**src/rtl/multicycle_sequencer.sv**
```systemverilog
// Main control FSM for a multicycle RV32I datapath.
// Each instruction steps through FETCH, DECODE, EXECUTE, (MEM), WRITEBACK. The FSM drives
// the IR, PC, register-file and memory enables. Instruction fetch and load data share
// the single memory read port, selected by mem_addr_sel.
// Ports:
//   clk, rst_n    clock, asynchronous active-low reset
//   opcode        instruction[6:0], classified in DECODE
//   branch_taken  branch compare result, used only in WRITEBACK
//   halt_req      level request to stop after the current instruction
//   ir_load       load instruction register from memory read data
//   mem_rd_en     memory read active
//   mem_addr_sel  0 = PC, 1 = ALU result
//   mem_write_en  store strobe
//   reg_write_en  register-file write strobe
//   pc_we/pc_sel  PC update strobe / source (00 hold, 01 +4, 10 +imm, 11 (rs1+imm)&~1)
//   halted, trap  FSM in HALT / sticky illegal-opcode trap
//   state_dbg     encoded current state
//   retired       count of completed instructions (wraps)
module multicycle_sequencer #(
  parameter int unsigned MEM_LATENCY = 1,
  parameter int unsigned RETIRE_W    = 32
) (
  input  logic                clk,
  input  logic                rst_n,
  input  logic [6:0]          opcode,
  input  logic                branch_taken,
  input  logic                halt_req,
  output logic                ir_load,
  output logic                mem_rd_en,
  output logic                mem_addr_sel,
  output logic                mem_write_en,
  output logic                reg_write_en,
  output logic                pc_we,
  output logic [1:0]          pc_sel,
  output logic                halted,
  output logic                trap,
  output logic [3:0]          state_dbg,
  output logic [RETIRE_W-1:0] retired
);

  // A latency of 0 is meaningless for a registered memory; run it as 1. Clamp to 4-bit counter.
  localparam int unsigned Lat = (MEM_LATENCY == 0) ? 1 : ((MEM_LATENCY > 15) ? 15 : MEM_LATENCY);
  localparam logic [3:0] WaitInit = 4'(Lat - 1);

  typedef enum logic [3:0] {
    StBoot      = 4'd0,
    StFetch     = 4'd1,
    StDecode    = 4'd2,
    StExecute   = 4'd3,
    StMem       = 4'd4,
    StWriteback = 4'd5,
    StHalt      = 4'd6,
    StTrap      = 4'd7
  } state_e;

  typedef enum logic [3:0] {
    ClsLui, ClsAuipc, ClsJal, ClsJalr, ClsBranch, ClsLoad, ClsStore, ClsOpImm, ClsOp
  } cls_e;

  state_e                state_q;
  cls_e                  cls_q;
  logic [3:0]            wait_q;
  logic [RETIRE_W-1:0]   retired_q;

  cls_e                  dec_cls;
  logic                  dec_legal;

  always_comb begin
    dec_cls   = ClsOp;
    dec_legal = 1'b1;
    case (opcode)
      7'b0110111: dec_cls = ClsLui;
      7'b0010111: dec_cls = ClsAuipc;
      7'b1101111: dec_cls = ClsJal;
      7'b1100111: dec_cls = ClsJalr;
      7'b1100011: dec_cls = ClsBranch;
      7'b0000011: dec_cls = ClsLoad;
      7'b0100011: dec_cls = ClsStore;
      7'b0010011: dec_cls = ClsOpImm;
      7'b0110011: dec_cls = ClsOp;
      default:    dec_legal = 1'b0;
    endcase
  end

  always_ff @(posedge clk or negedge rst_n) begin
    if (!rst_n) begin
      state_q   <= StBoot;
      cls_q     <= ClsOp;
      wait_q    <= '0;
      retired_q <= '0;
    end else begin
      unique case (state_q)
        StBoot: begin
          state_q <= StFetch;
          wait_q  <= WaitInit;
        end
        StFetch: begin
          if (wait_q == 4'd0) state_q <= StDecode;
          else                wait_q  <= wait_q - 4'd1;
        end
        StDecode: begin
          if (dec_legal) begin
            cls_q   <= dec_cls;
            state_q <= StExecute;
          end else begin
            state_q <= StTrap;
          end
        end
        StExecute: begin
          if (cls_q == ClsLoad || cls_q == ClsStore) begin
            state_q <= StMem;
            wait_q  <= WaitInit;
          end else begin
            state_q <= StWriteback;
          end
        end
        StMem: begin
          // Stores complete in one cycle; loads wait out the read latency.
          if (cls_q == ClsStore || wait_q == 4'd0) state_q <= StWriteback;
          else                                     wait_q  <= wait_q - 4'd1;
        end
        StWriteback: begin
          retired_q <= retired_q + {{(RETIRE_W-1){1'b0}}, 1'b1};
          if (halt_req) begin
            state_q <= StHalt;
          end else begin
            state_q <= StFetch;
            wait_q  <= WaitInit;
          end
        end
        StHalt: begin
          if (!halt_req) begin
            state_q <= StFetch;
            wait_q  <= WaitInit;
          end
        end
        StTrap: state_q <= StTrap;
        default: state_q <= StBoot;
      endcase
    end
  end

  // Moore decode from the state register and latched class; branch_taken only matters
  // for the PC source while in WRITEBACK.
  always_comb begin
    ir_load      = 1'b0;
    mem_rd_en    = 1'b0;
    mem_addr_sel = 1'b0;
    mem_write_en = 1'b0;
    reg_write_en = 1'b0;
    pc_we        = 1'b0;
    pc_sel       = 2'b00;
    unique case (state_q)
      StFetch: begin
        mem_rd_en = 1'b1;
        ir_load   = (wait_q == 4'd0);
      end
      StMem: begin
        mem_addr_sel = 1'b1;
        if (cls_q == ClsStore) mem_write_en = 1'b1;
        else                   mem_rd_en    = 1'b1;
      end
      StWriteback: begin
        pc_we        = 1'b1;
        reg_write_en = !(cls_q == ClsBranch || cls_q == ClsStore);
        if (cls_q == ClsJal || (cls_q == ClsBranch && branch_taken)) pc_sel = 2'b10;
        else if (cls_q == ClsJalr)                                    pc_sel = 2'b11;
        else                                                          pc_sel = 2'b01;
      end
      default: ;
    endcase
  end

  assign halted    = (state_q == StHalt);
  assign trap      = (state_q == StTrap);
  assign state_dbg = state_q;
  assign retired   = retired_q;

endmodule
```
**config.mk**
```make
export PLATFORM = sky130hd
export DESIGN_NAME = multicycle_sequencer
export DESIGN_NICKNAME = d
export VERILOG_FILES = /design/src/rtl/multicycle_sequencer.sv
export SDC_FILE = /design/constraint.sdc
export NUM_CORES = 1
export LEC_CHECK = 0
export BUFFER_PORTS_ARGS = -buffer_cell sky130_fd_sc_hd__buf_4
export CAP_MARGIN = 20
export CORE_ASPECT_RATIO = 2
export CORE_MARGIN = 4
export CORE_UTILIZATION = 40
export CTS_BUF_LIST = sky130_fd_sc_hd__clkbuf_4 sky130_fd_sc_hd__clkbuf_8 sky130_fd_sc_hd__clkbuf_16
export DETAILED_ROUTE_END_ITERATION = 10
export RECOVER_POWER = 100
export SLEW_MARGIN = 25
export SYNTH_ARGS = -nofsm -noshare
export SYNTH_HDL_FRONTEND = slang
export SYNTH_SLANG_ARGS = --single-unit
```
**constraint.sdc**
```tcl
create_clock -name clk -period 3.5 [get_ports clk]
set_input_delay 0.35 -clock clk [delete_from_list [all_inputs] [get_ports clk]]
set_output_delay 0.35 -clock clk [all_outputs]
set_load 0.01 [all_outputs]
```
# Yosys cells after proc, flatten, opt, wreduce, memory -nomap -nowiden
# Index checks and enable logic that the tools add are counted.
[word_totals] ff_bits=44 latch_bits=0 ramBits=0 rom_bits=0 inputBits=11 out_inout_bits=46 wordCells=73 memories=0
[op_classes] addsub=2 mul=0 div_mod_pow=0 n_lt_le_gt_ge=0 n_eq_ne=28 n_shift=0 muxes=25 n_bitwise=0 reduce_logical=14
[op_table] operator="$pmux W4 S8" n=2
[op_table] operator="$add A32 B1 Y32 const B" n=1
[op_table] operator="$eq A4 B3 Y1 const B" n=7
[op_table] operator="$mux W4" n=7
[op_table] operator="$eq A7 B6 Y1 const B" n=3
[op_table] operator="$eq A7 B7 Y1 const B" n=3
[op_table] operator="$pmux W4 S5" n=1
[op_table] operator="$eq A4 B2 Y1 const B" n=4
[op_table] operator="$eq A7 B5 Y1 const B" n=2
[op_table] operator="$ne A2 B2 Y1 const B" n=7
[op_table] operator="$mux W1" n=9
[op_table] operator="$reduce_or A9 Y1" n=1
[op_table] operator="$logic_not A4 Y1" n=2
[op_table] operator="$eq A7 B2 Y1 const B" n=1
[op_table] operator="$mux W2" n=3
[op_table] operator="$mux W3" n=2
[op_table] operator="$reduce_and A5 Y1" n=1
[op_table] operator="$reduce_bool A5 Y1" n=1
[op_table] operator="$eq A4 B1 Y1 const B" n=1
[op_table] operator="$logic_or A1 B1 Y1" n=4
[op_table] operator="$sub A4 B1 Y4 const B" n=1
[op_table] operator="$reduce_and A3 Y1" n=1
[op_table] operator="$pmux W1 S2" n=1
[op_table] operator="$reduce_and A2 Y1" n=1
[op_table] operator="other kinds (3)" n=3

# Logic depth before layout (Yosys ltp)
# Gate-level depths: netlist of run 1.
[logic_depth] ltp_word=5 ltp_mapped=8 depth_no_buf=7

# Worst setup path before layout of run 1
# No wires, ideal clock.
[synth_path] kind="flip-flop to flip-flop" from="reg retired_q[0], in the netlist retired[0]" to="reg retired_q[20], in the netlist retired[20]" setup_ps=75 arrival_ps=1891 t_required_ps=3425 path_slack_ps=1533 stages_incl_launch_ff=8 n_path_buf=1 synth_period_minus_slack_ps=1967 path_cell_list="dfrtp_1 > ha_1 > inv_1 > or4_4 > buf_6 > nor3_4 > and4_4 > xor2_2"
[synth_via] elab_chain_cells=1
[synth_rtl] item="start, declared" line_no="63" source="logic [RETIRE_W-1:0] retired_q;"
[synth_rtl] item="start signal, assigned" line_no="123" source="retired_q <= retired_q + {{(RETIRE_W-1){1'b0}}, 1'b1};"
[synth_rtl] item="$add A32 B1 Y32" line_no="123"
# Every way passes these cells.
# A chain may end at the register's enable or synchronous reset.

# Worst setup path in the final report of run 1
[layout_path] from="reg state_q[1], in the netlist state_dbg[1]" to="reg retired_q[20], in the netlist retired[20]"
[layout_via] elab_chain_cells=1
[layout_rtl] item="start, declared" line_no="60" source="state_e state_q;"
[layout_rtl] item="start signal, assigned" line_no="87" source="state_q <= StBoot;"
[layout_rtl] item="start signal, assigned" line_no="94" source="state_q <= StFetch;"
[layout_rtl] item="start signal, assigned" line_no="98" source="if (wait_q == 4'd0) state_q <= StDecode;"
[layout_rtl] item="$eq A4 B3 Y1" line_no="92" source="unique case (state_q)"
# Every way passes these cells.

==> results of run 1 <==
-- kinds of logic after synthesis --
kind of cell,synth area share
flops,0.4634
fa+ha+maj,0.01076
xor+xnor,0.1313
other cells,0.001613
buf+inv,0.04090
simple gates,0.2492
compound gates,0.08935
mux,0.01346
-- per-layer routing --
layer | vias to the layer above | global-route usage | wire [um]
met5 | - | 0 | 0
met4 | 0 | 0.06091 | 106
met3 | 13 | 0.03233 | 295
met2 | 56 | 0.3373 | 3262
met1 | 927 | 0.1817 | 1998
li1 | 949 | - | -
-- power by group through the flow --
| stage | clock network (mW) | logic, mW | registers [mW] |
|---|---|---|---|
| floorplan | 0 | 0.0146 | 0.509 |
| global placement | 0 | 0.0391 | 0.510 |
| detailed placement | 0 | 0.0396 | 0.510 |
| CTS | 0.472 | 0.0397 | 0.500 |
| global route | 0.493 | 0.0433 | 0.500 |
| finish | 0.463 | 0.0371 | 0.500 |
-- flip-flops by register name, indices dropped and copies added, names as in the netlist --
signal / cells
wait_q: 4
retired: 32
cls_q: 4
state_dbg: 3
-- metrics by stage --
stage	hold slack (ps)	utilization	power [mW]	cells	instance area [um2]
final	364.0	0.4825	1.000	359	2731
after global routing	370.4	0.4825	1.037	359	2731
after CTS	72.67	0.5159	1.012	359	2920
after detailed placement	381.0	0.4903	0.5492	351	2775
after global placement	376.8	0.4903	0.5487	351	2775
after floorplan	54.41	-	0.5238	242	2325
-- worst reg2reg max path, stage by stage (launching register included) --
cell and delay, ps:
dfrtp_1 350, clkbuf_1 330, nand3b_1 520, or4_1 740, nor3_4 280, and4_1 260
xor2_2 130
-- Yosys cell counts (3+ instances only) --
| cell type | number |
|---|---|
| nor3_1 | 6 |
| o21ai_0 | 11 |
| a21oi_1 | 7 |
| clkbuf_1 | 4 |
| nand3_1 | 8 |
| dfrtp_1 | 42 |
| nor2_1 | 18 |
| nand2b_1 | 5 |
| xnor2_1 | 17 |
| inv_1 | 13 |
| nand2_1 | 27 |
| and3_1 | 8 |
| nand4_1 | 12 |
| nor2b_1 | 3 |
| xor2_1 | 16 |
-- layout make-up --
class,count,area (um2),area share
clock buffer,5,125.1,0.04581
clock inverter,3,20.02,0.007329
multi-input combinational,178,1136,0.4159
inverter,13,48.80,0.01787
timing repair buffer,56,247.7,0.09070
tap,61,76.32,0.02794
sequential,43,1077,0.3944
-- path summary, 6_finish.rpt --
kind / startpoint / to / cells after the start
worst max-delay path: state_dbg[1] / retired[20] / 6
worst min-delay path: opcode[0] / cls_q[2] / 3
worst max register to register: state_dbg[1] / retired[20] / 6
worst min register to register: retired[31] / retired[31] / 1
max in group asynchronous: rst_n / retired[28] / 1
min in group asynchronous: rst_n / retired[14] / 1
==> flow_summary_export.csv, run 1 <==
group,metric,value,unit
yosys,synth-seq-cells,43,
route,drtPass1Iterations,4,
floorplan,row_count,39,
sta,hold_viol_final,0,
sta,max_slew_margin,-0.5315,
sta,finalClockSkew,4.281,ps
clock_network,cts-root-buf,"clkbuf_16",
sta,final.setup.tns,0,ps
power_and_ir_drop,p_leak,1.262,nW
route,drc,0,
route,dr.first_iter.drc_count,72,
power_and_ir_drop,peakVddDrop,0.0005339,V
yosys,synth_edf_count,0,
sta,finalSetupViolCount,0,
worst_setup_path,slowest_stage,"or4_1",
clock_network,h-tree-depth,2,
yosys,syn_nets,255,
global_route,grt.total_usage,0.1774,
floorplan,start_util,0.4107,
finish,mostFrequentLayoutCell,"clkbuf_1",
run_status,outcome,"finished, violations left",
clock_network,clk_latency,290,ps
sta,fin_crit_sh,0.7649,
clock_network,hold_buffers,0,
sta,setup_ws,823.0,ps
finish,diodes,0,
job,cap_violations,1,
worst_setup_path,crit_type,"flip-flop to flip-flop",
clock_network,cts-buffers-inserted,5,
worst_setup_path,rrSetupSlack,820,ps
sta,min_period,2677,ps
clock_network,post_cts_resized,0,
route,wl_per_cell,15.77,um
floorplan,dieWidth,61.91,um
yosys,yosysTopAreaCellShare,0.4521,
yosys,synth_area_leader_cell,"dfrtp_1",
yosys,ys_seq_area_frac,0.4634,
power_and_ir_drop,clkPwrFrac,0.463,
worst_setup_path,endpoint_kind,"flip-flop",
finish,fillers,606,
global_route,grt_max_degree,44,
yosys,async_reset_ff_frac,1.000,
finish,final_cell_mix,"46 x clkbuf_1, 42 x dfrtp_1, 27 x nand2_1, 18 x nor2_1, 17 x xnor2_1",
worst_setup_path,critPathArrivalTime,2900,ps
placement,place_hpwl,4389,um
worst_setup_path,required,3720,ps
finish,area.growth.synth_to_final,17.49,%
sta,tightestPinTransition,2297,ps
clock_network,cts.sinks,43,
global_route,grt_pass1_vias,2016,
route,via_per_inst,5.418,
power_and_ir_drop,switching_share,0.2254,
global_route,antenna_found_initial,0,
yosys,synth_cell_types,51,
clock_network,post_cts_buffers,0,
finish,drive_above_1_share,0.07718,
placement,io_buffers,55,
global_route,grt_pass1_wl,9515,um
yosys,synthCells,242,
clock_network,cts_tree,"built",
power_and_ir_drop,comb_power_share,0.037,
floorplan,dieArea,7169,um2
clock_network,clock_path_buffers,2,
power_and_ir_drop,share_seq_of_total_power,0.500,
clock_network,clk_pin_slew,60,ps
power_and_ir_drop,intPower,0.7749,mW
floorplan,die-height,115.8,um
worst_setup_path,start_kind,"flip-flop",
sta,drv_slew,44,
yosys,syn_avg_cell_area,9.606,um2
yosys,synth.area.top_cells,"dfrtp_1 45%, xnor2_1 6.4%, xor2_1 6.0%",
route,ant_nets,0,
worst_setup_path,path_delay_family,"simple AND/OR/NAND/NOR gates",
global_route,overflow,0,
route,routed_wl,5662,um
min_path,hp-class,"input pin to flip-flop",
yosys,synth_ff_type,"dfrtp_1",
worst_setup_path,critPathMaxStageDelay,740,ps
placement,routabilityCongestion,0.8168,
route,vias,1945,
run_status,failed_checks,"capacitance limit, slew limit",
finish,final_nets,310,
worst_setup_path,path_buf_inv,1,
sta,rsz0062_at_grt,"false",
placement,post-place-ws,1218,ps
yosys,yosys_warnings,0,
floorplan,io_pins,57,
worst_setup_path,critPathMaxFanout,21,
power_and_ir_drop,power_density,366.2,nW/um2
power_and_ir_drop,p_sw,0.2255,mW
worst_setup_path,cp_cell_sequence,"clkbuf_1 > nand3b_1 > or4_1 > nor3_4 > and4_1 > xor2_2",
yosys,netlist_area,2325,um2
sta,fmax,373.5,MHz
floorplan,core,5660,um2
Note: power is estimated with default switching activity, not from simulation.
==> run 2, diff against run 1 <==
==> constraint.sdc (replaced) <==
create_clock -name clk -period 2.5 [get_ports clk]
set_input_delay 0.25 -clock clk [delete_from_list [all_inputs] [get_ports clk]]
set_output_delay 0.25 -clock clk [all_outputs]
set_load 0.01 [all_outputs]
==> flow_summary_export.csv, run 2 (synthesis gave the netlist of run 1 again) <==
group,metric,value,unit
worst_setup_path,critPathMaxStageDelay,670,ps
clock_network,clk_pin_slew,60,ps
finish,diodes,0,
sta,finalClockSkew,4.833,ps
route,ant_nets,0,
clock_network,cts-root-buf,"clkbuf_16",
clock_network,post_cts_resized,0,
route,via_per_inst,5.409,
floorplan,dieArea,7169,um2
clock_network,clock_path_buffers,2,
global_route,grt_pass1_vias,1962,
sta,drv_slew,0,
worst_setup_path,rrSetupSlack,340,ps
clock_network,h-tree-depth,2,
finish,largest_register_ffs,32,
sta,final.setup.tns,0,ps
floorplan,start_util,0.4107,
sta,tightestPinTransition,1082,ps
worst_setup_path,endpoint_kind,"flip-flop",
route,vias,1969,
finish,fillers,591,
clock_network,cts-buffers-inserted,5,
sta,setup_ws,337.2,ps
worst_setup_path,path_buf_inv,0,
sta,finalSetupViolCount,0,
finish,drive_above_1_share,0.09901,
sta,fin_crit_sh,0.8651,
sta,hold_viol_final,0,
floorplan,die-height,115.8,um
worst_setup_path,crit_start,"state_dbg[1]",
clock_network,cts.sinks,43,
worst_setup_path,rr_worst_depth,5,
finish,final_core_util,0.4951,
route,drtPass1Iterations,4,
worst_setup_path,critPathMaxFanout,11,
global_route,antenna_found_initial,0,
global_route,grtUsageMet3,0.03344,
route,drc,0,
finish,regArea,1077,um2
worst_setup_path,r2r_start,"state_dbg[1]",
sta,fmax,462.4,MHz
power_and_ir_drop,power_density,533.3,nW/um2
worst_setup_path,critPathArrivalTime,2370,ps
finish,mostFrequentLayoutCell,"clkbuf_1",
finish,multiInputGateArea,1146,um2
clock_network,cts_tree,"built",
floorplan,dieWidth,61.91,um
clock_network,clk_latency,280,ps
worst_setup_path,path_delay_family,"simple AND/OR/NAND/NOR gates",
route,routed_wl,5571,um
job,cap_violations,0,
worst_setup_path,r2r-end,"retired[20]",
global_route,grt_pass1_wl,9163,um
worst_setup_path,required,2710,ps
power_and_ir_drop,peakVddDrop,0.0005799,V
min_path,hp-class,"input pin to flip-flop",
floorplan,io_pins,57,
sta,max_slew_margin,0.2790,
global_route,grt_max_degree,44,
placement,routabilityCongestion,0.8375,
power_and_ir_drop,p_leak,1.303,nW
worst_setup_path,crit_type,"flip-flop to flip-flop",
finish,area.growth.synth_to_final,20.56,%
min_path,min_to,"cls_q[2]",
route,dr.first_iter.drc_count,56,
floorplan,core,5660,um2
global_route,overflow,0,
placement,place_hpwl,4282,um
floorplan,row_count,39,
global_route,grt_use_met2,0.3044,
finish,final_cell_mix,"46 x clkbuf_1, 42 x dfrtp_1, 27 x nand2_1, 18 x nor2_1, 17 x xnor2_1",
sta,min_period,2163,ps
global_route,use_met1,0.1832,
clock_network,post_cts_buffers,0,
route,wl_per_cell,15.30,um
min_path,hp-start,"opcode[0]",
run_status,outcome,"finished, final reports clean",
finish,final_nets,315,
worst_setup_path,slowest_stage,"or4_4",
worst_setup_path,start_kind,"flip-flop",
min_path,hold_depth,3,
sta,rsz0062_at_grt,"false",
global_route,grt.total_usage,0.1689,
placement,post-place-ws,458.1,ps
placement,io_buffers,55,
global_route,grt_busiest_layer,"met2",
worst_setup_path,cp_cell_sequence,"nand3b_1 > or4_4 > nor3_4 > and4_1 > xor2_2",
-- run 2: worst max-delay path by stage --
| stage | endpoint | cells past startpoint |
|---|---|---|
| CTS | retired[20] | 5 |
| detailed placement | retired[20] | 5 |
| floorplan | retired[20] | 7 |
| global placement | retired[20] | 5 |
| finish | retired[20] | 5 |
| global route | wait_q[3] | 6 |
-- run 2: power by group --
part	leakage, nW	switching [mW]	internal [mW]
sequential	0.556	0.00277	0.698
combinational	0.663	0.0347	0.0207
clock	0.0838	0.268	0.471
-- run 2: cell type report --
type	instances	area share
repair buffers	61	0.1018
inverters	13	0.01741
flip-flops and latches	43	0.3844
well taps	61	0.02723
clock buffers	5	0.04464
multi-input cells	178	0.4089
clock inverters	3	0.01562
-- run 2: worst register-to-register path, cell delays in order, from the launching register on --
cell and delay, ps:
dfrtp_1 370, nand3b_1 380, or4_4 680, nor3_4 270, and4_1 270, xor2_2 130
-- run 2: timing repair --
item,in CTS,in global routing
endpoints found under the hold margin,42,0
setup endpoints to repair,0,0
hold buffers,1,0
-- run 2: layer usage --
metal / up-vias / part of all wire
met1: 943 / 0.38
li1: 961 / -
met2: 54 / 0.54
met3: 11 / 0.050
met5: - / 0
met4: 0 / 0.025
-- run 2: metrics by stage --
stage / power (mW) / std cells / hold slack, ps / instance area (um2)
floorplan: 0.7333 / 242 / -45.59 / 2325
global placement: 0.7688 / 355 / 278.1 / 2805
detailed placement: 0.7696 / 355 / 280.7 / 2805
CTS: 1.517 / 364 / 289.6 / 2984
global route: 1.551 / 364 / 298.1 / 2803
finish: 1.495 / 364 / 273.2 / 2803
